$ cat config.mk
export PLATFORM = sky130hd
export DESIGN_NAME = ram_dumper
export DESIGN_NICKNAME = d
export VERILOG_FILES = /design/src/rtl/ram_dumper.sv
export SDC_FILE = /design/constraint.sdc
export NUM_CORES = 1
export LEC_CHECK = 0
export CORE_MARGIN = 2
export CORE_UTILIZATION = 53
export DETAILED_ROUTE_END_ITERATION = 12
export GPL_ROUTABILITY_DRIVEN = 0
export GPL_TIMING_DRIVEN = 1
export PLACE_DENSITY = 0.85
export SETUP_SLACK_MARGIN = 0.05
export SYNTH_ARGS = -nofsm -noshare
export SYNTH_HDL_FRONTEND = slang
export SYNTH_SLANG_ARGS = --single-unit
export TNS_END_PERCENT = 5
$ cat constraint.sdc
create_clock -name clk -period 2.9 [get_ports clk]
set_clock_uncertainty 0.15 [all_clocks]
set_input_delay 0.435 -clock clk [delete_from_list [all_inputs] [get_ports clk]]
set_output_delay 0.435 -clock clk [all_outputs]
set_load 0.02 [all_outputs]
$ cat src/rtl/ram_dumper.sv
// ram_dumper: reads a contiguous RAM range and streams each word LSB-first as bytes over valid/ready.
// Optional XOR checksum trailer byte when RAM_DUMPER_CHECKSUM_EN is defined.
module ram_dumper #(
   parameter int WIDTH      = 16,
   parameter int ADDR_WIDTH = 8
) (
   input  logic                  clk,
   input  logic                  rst_n,
   input  logic                  start,
   input  logic [ADDR_WIDTH-1:0] base,
   input  logic [ADDR_WIDTH:0]   len,
   output logic                  busy,
   output logic                  done,
   output logic [ADDR_WIDTH-1:0] ram_addr,
   input  logic [WIDTH-1:0]      ram_dout,
   output logic [7:0]            tx_data,
   output logic                  tx_valid,
   input  logic                  tx_ready
);
   localparam int NBYTES = (WIDTH + 7) / 8;
   localparam int SW     = NBYTES * 8;
   localparam int BCW    = (NBYTES > 1) ? $clog2(NBYTES) : 1;

   localparam logic [ADDR_WIDTH-1:0] ADDR_ONE  = 1;
   localparam logic [ADDR_WIDTH:0]   WORDS_ONE = 1;
   localparam logic [BCW-1:0]        BCNT_ONE  = 1;
   localparam logic [BCW-1:0]        BCNT_LAST = BCW'(NBYTES - 1);

   typedef enum logic [2:0] {
      S_IDLE,
      S_FETCH,
      S_LOAD,
`ifdef RAM_DUMPER_CHECKSUM_EN
      S_CSUM,
`endif
      S_SEND
   } state_t;

   state_t                state_q, state_d;
   logic [ADDR_WIDTH-1:0] addr_q, addr_d;
   logic [ADDR_WIDTH:0]   words_q, words_d;
   logic [SW-1:0]         shreg_q, shreg_d;
   logic [BCW-1:0]        bcnt_q, bcnt_d;
   logic                  done_q, done_d;
`ifdef RAM_DUMPER_CHECKSUM_EN
   logic [7:0]            csum_q, csum_d;
`endif

   logic last_byte, last_word;
   assign last_byte = (bcnt_q == '0);
   assign last_word = (words_q == WORDS_ONE);

   always_ff @(posedge clk or negedge rst_n) begin
      if (!rst_n) begin
         state_q <= S_IDLE;
         addr_q  <= '0;
         words_q <= '0;
         shreg_q <= '0;
         bcnt_q  <= '0;
         done_q  <= 1'b0;
`ifdef RAM_DUMPER_CHECKSUM_EN
         csum_q  <= '0;
`endif
      end else begin
         state_q <= state_d;
         addr_q  <= addr_d;
         words_q <= words_d;
         shreg_q <= shreg_d;
         bcnt_q  <= bcnt_d;
         done_q  <= done_d;
`ifdef RAM_DUMPER_CHECKSUM_EN
         csum_q  <= csum_d;
`endif
      end
   end

   always_comb begin
      state_d = state_q;
      case (state_q)
         S_IDLE:  if (start && len != '0) state_d = S_FETCH;
         S_FETCH: state_d = S_LOAD;
         S_LOAD:  state_d = S_SEND;
         S_SEND:
            if (tx_ready && last_byte) begin
`ifdef RAM_DUMPER_CHECKSUM_EN
               state_d = last_word ? S_CSUM : S_FETCH;
`else
               state_d = last_word ? S_IDLE : S_FETCH;
`endif
            end
`ifdef RAM_DUMPER_CHECKSUM_EN
         S_CSUM:  if (tx_ready) state_d = S_IDLE;
`endif
         default: state_d = S_IDLE;
      endcase
   end

   // Datapath: counters, address, shift register and completion pulse.
   always_comb begin
      addr_d  = addr_q;
      words_d = words_q;
      shreg_d = shreg_q;
      bcnt_d  = bcnt_q;
      done_d  = 1'b0;
`ifdef RAM_DUMPER_CHECKSUM_EN
      csum_d  = csum_q;
`endif
      case (state_q)
         S_IDLE:
            if (start) begin
               addr_d  = base;
               words_d = len;
               done_d  = (len == '0);
`ifdef RAM_DUMPER_CHECKSUM_EN
               csum_d  = '0;
`endif
            end
         S_LOAD: begin
            shreg_d = SW'(ram_dout);
            bcnt_d  = BCNT_LAST;
         end
         S_SEND:
            if (tx_ready) begin
               shreg_d = shreg_q >> 8;
`ifdef RAM_DUMPER_CHECKSUM_EN
               csum_d  = csum_q ^ shreg_q[7:0];
`endif
               if (!last_byte) begin
                  bcnt_d = bcnt_q - BCNT_ONE;
               end else begin
                  words_d = words_q - WORDS_ONE;
                  addr_d  = addr_q + ADDR_ONE;
`ifndef RAM_DUMPER_CHECKSUM_EN
                  done_d  = last_word;
`endif
               end
            end
`ifdef RAM_DUMPER_CHECKSUM_EN
         S_CSUM: if (tx_ready) done_d = 1'b1;
`endif
         default: ;
      endcase
   end

   // Outputs depend only on registered state, so they hold steady during a stall.
   always_comb begin
      busy     = (state_q != S_IDLE);
      tx_valid = 1'b0;
      tx_data  = '0;
      case (state_q)
         S_SEND: begin
            tx_valid = 1'b1;
            tx_data  = shreg_q[7:0];
         end
`ifdef RAM_DUMPER_CHECKSUM_EN
         S_CSUM: begin
            tx_valid = 1'b1;
            tx_data  = csum_q;
         end
`endif
         default: ;
      endcase
   end

   assign done     = done_q;
   assign ram_addr = addr_q;

endmodule

---- After elaboration in Yosys (flattened, before gate mapping) ----
Cells that the tools add are included.
storage, ports and cells
  input bits .............................. 37
  output and inout port bits .............. 19
  logic and storage cells ................. 53
  bits in registers ....................... 38
cells by class
  equal/unequal tests ..................... 9
  mux-type cells .......................... 23
  add/subtract/negate cells ............... 3
  reductions and logical operators ........ 11
  bitwise logic cells ..................... 1
operators by type and width
  cell                   number
  $mux W8                4
  $pmux W16 S2           1
  $mux W9                3
  $pmux W9 S2            1
  $mux W16               1
  $pmux W8 S2            1
  $pmux W3 S4            1
  $ne A2 B2 Y1 const B   5
  $eq A9 B1 Y1 const B   1
  $logic_not A9 Y1       1
  $reduce_bool A9 Y1     1
  $sub A9 B1 Y9 const B  1
  $add A8 B1 Y8 const B  1
  $mux W1                7
  $eq A3 B2 Y1 const B   2
  $mux W3                2
  $pmux W1 S2            2
  $reduce_and A2 Y1      2
  $reduce_and A4 Y1      1
  $reduce_bool A2 Y1     2
  $eq A3 B1 Y1 const B   1
  $logic_not A3 Y1       1
  $reduce_bool A3 Y1     1
  $logic_and A1 B1 Y1    2
  other kinds (2)        2

---- Longest topological paths before layout ----
  word-level depth ........................ 4
  mapped depth ............................ 8
  mapped depth without buffers ............ 6

---- Least setup slack after synthesis ----
No wires, ideal clock.
  path kind ............................... reg2out
  start ................................... register state_q[1]
  end ..................................... output tx_data[4]
  required time ........................... 2315 ps
  cell stages (with the launch flop) ...... 5
  setup slack ............................. 771 ps
  path buffers ............................ 2
  arrival ................................. 1544 ps
  cells stage by stage .................... dfrtp_1 ha_1 clkbuf_1 clkbuf_1 and2_1
between the ends
  word-level cells in the longest chain between the ends .. 2
RTL lines
  item                    RTL line  text
  start, declared         39        state_t state_q, state_d;
  start signal, assigned  65        state_q <= state_d;
  $eq A3 B2 Y1            150       case (state_q)
  $mux W8                 150
  end, declared           16        output logic [7:0] tx_data,
Every way passes these cells.

---- Worst setup path in the final report ----
  start ................................... register state_q[1]
  end ..................................... output tx_data[0]
Same word-level chain as after synthesis.

==> out/results.txt <==
Status -> completed
Largest net degree at the start of global routing -> 40
Max_slew headroom -> 45.8%
Power density over the cells -> 1090 mW/mm^2
Max Cap Viol -> 0
Initial core utilization -> 55.2%
Post-Layout Cell Count -> 340
Dpl hpwl -> 3780 um
Antenna Violating Nets Remaining -> 0
CTS buffer count -> 5
Post-cts resize count -> 0
YS warnings -> 0
Count of cell types in the netlist -> 46
Final Cycle Share -> 94.3%
CTS clk-pin slew, worst paths -> 0.07 ns
Initial antenna violation count -> 0
Area of the core -> 0.00400 mm^2
Crit path kind -> register to output pin
Crit path launch -> state_q[1]
Drt pass-1 iters -> 4
First-pass GRT wire length -> 8360 um
Max stage delay on crit path -> 0.64 ns
Met2 usage -> 39.3%
DRC -> 0
Worst Path Required -> 2.32 ns
Hold-fix buffers, CTS -> 0
Max-slew violation count -> 0
Worst-Margin Slew -> 0.813 ns
GRT Util Overall -> 24.0%
Filler Cells Inserted -> 314
DRT Wirelength -> 5180 um
Cell count after synthesis -> 237
Final Cell Area -> 0.00286 mm^2
I/O Buffers -> 55
IO Pins -> 56
Mean Syn Cell Area -> 9.31 um^2
Layout area overhead -> 29.7%
DP Area -> 0.00278 mm^2
PnR Total Power -> 3130 uW
Vias in the first global route -> 1822
Crit path launch type -> register
GRT overflow -> 0
Crit path cell chain -> ha_2, and2_1, clkdlybuf4s50_1
Crit path time final -> 2.74 ns
Max Fclk -> 0.366 GHz
Critical R2R Launch -> state_q[1]
Max VDD drop -> 581 uV
Post-Syn Nets -> 280
Width of the die -> 68.5 um
M3 GR Usage -> 4.06%
Total number of vias -> 2043
Leading cell type in the layout, fill and taps excluded -> clkdlybuf4s50_1
Clk buf depth -> 2
Crit Path Max Fanout -> 39
Gr busiest metal -> met2
Root Buffer -> clkbuf_8
Cells on worst reg2reg path -> 5
Nets -> 332
Pleak -> 0.00118 uW
Critical Path AT -> 2.15 ns
Sequential share of the synthesized area -> 42.0%
Sink Count -> 37
Final Hold Viols -> 0
Num rows -> 23
CTS tree -> built
DR vias/cell -> 6.01
Die Span Y -> 68.5 um
Post-CTS setup buffers -> 0
Worst-skew pair later-pin latency -> 0.28 ns
Total inserted antenna cells -> 0
Share of layout cells above drive strength 1 -> 5.86%
Die area -> 0.00470 mm^2
CP max stage cell -> ha_2
Met1 GRT Util -> 32.6%
Unrepaired setup endpoints after global routing -> false
Hold WC Path Type -> primary input to asynchronous set/reset pin
Mapped cell area -> 0.00221 mm^2
Htree depth -> 2
Setup TNS -> 0 ns
Most frequent cells in the layout -> clkdlybuf4s50_1 (54), dfrtp_1 (37), nand2_1 (21), mux2i_1 (18), a21oi_1 (16)
Wire per inst -> 15.2 um
Inst Count DP -> 332
Synth Register Bits -> 37
Drt first-iter violations -> 115
Final Setup Violations -> 0
Crit. End Element -> output pin
[where the power goes]
part,switching [uW],leakage [uW],internal [uW]
clock network,176,0.0000450,166
registers,254,0.000452,768
logic,952,0.000683,813
total,1380,0.00118,1750
[cells by family after synthesis]
family / synth area share, %
AND/OR/NAND/NOR: 19.7
AO/OA/AOI/OAI: 21.0
flip-flops: 42.0
buffers and inverters: 4.76
multiplexers: 9.18
adder cells (fa/ha/maj): 3.40
[synth_stat cells (all sizes together)]
| library cell | instances | share of area, % |
|---|---|---|
| a31oi | 3 | 0.85 |
| o21a | 1 | 0.34 |
| o41ai | 1 | 0.40 |
| a211o | 1 | 0.40 |
| o22ai | 11 | 3.1 |
| o211ai | 1 | 0.34 |
| nand2 | 21 | 3.6 |
| inv | 8 | 1.4 |
| buf | 8 | 2.2 |
| nor3 | 7 | 1.8 |
| nor2 | 8 | 1.4 |
| a311oi | 2 | 0.79 |
| nand4 | 3 | 0.85 |
| nor4b | 1 | 0.40 |
| nand3 | 11 | 2.5 |
| o31a | 1 | 0.40 |
| a22oi | 6 | 2.0 |
| a211oi | 9 | 3.1 |
| a2bb2oi | 1 | 0.40 |
| a221o | 1 | 0.45 |
| a21oi | 16 | 3.6 |
| clkbuf | 7 | 1.2 |
| nand4b | 3 | 1.2 |
| mux2i | 18 | 8.2 |
| nor4 | 4 | 1.1 |
| o21ai | 8 | 1.8 |
| nor2b | 10 | 2.8 |
| a21boi | 2 | 0.85 |
| a32o | 1 | 0.45 |
| a21bo | 1 | 0.45 |
| o311ai | 2 | 0.79 |
| ha | 6 | 3.4 |
| and3b | 1 | 0.40 |
| a32oi | 1 | 0.40 |
| dfrtp | 37 | 42 |
| and3 | 4 | 1.1 |
| mux2 | 2 | 1.0 |
| and2 | 8 | 2.3 |
| nand2b | 1 | 0.28 |
[area by class of cell]
cell class	count	area, um^2	share of cell area, %
clock inverters	2	10.0	0.350
well taps	50	62.6	2.19
inverters	8	30.0	1.05
repair buffers	60	583	20.4
clock buffers	6	72.6	2.53
flip-flops and latches	37	926	32.3
multi-input cells	177	1180	41.2
[state kept, by name (all words and copies together) (netlist names)]
signal	count
done	1
words_q	9
bcnt_q	1
state_q	2
shreg_q	16
ram_addr	8
[worst max-delay path, delay by kind of cell, from the launching register on]
kind / cells / cell delay [ns]
fa+ha+maj: 1 / 0.64
buf+inv: 1 / 0.61
flops: 1 / 0.39
simple gates: 1 / 0.22
[path summary, 6_finish.rpt]
check                              end  slack [ns]
min in group clk            words_q[8]        0.39
setup reg to reg           ram_addr[4]        0.30
setup / recovery            tx_data[0]        0.16
max in group asynchronous   words_q[2]        2.00
hold reg to reg             words_q[8]        0.39
hold / removal              words_q[3]        0.09
[through the flow]
stage / hold slack (ns) / worst slack (ns) / utilization, %
after floorplan: -0.0106 / 0.771 / -
after global placement: 0.376 / 0.422 / 69.5
after detailed placement: 0.376 / 0.329 / 69.5
after CTS: 0.121 / 0.163 / 71.6
after global routing: 0.163 / 0.0530 / 71.6
final: 0.0925 / 0.165 / 71.6
[metal layers]
layer  up-vias  routed length [um]
li1        989                   -
met5         -                   0
met2        63                2600
met3         9                 241
met1       982                2280
met4         0                  61
No activity file was read; power rests on OpenSTA's default activity.
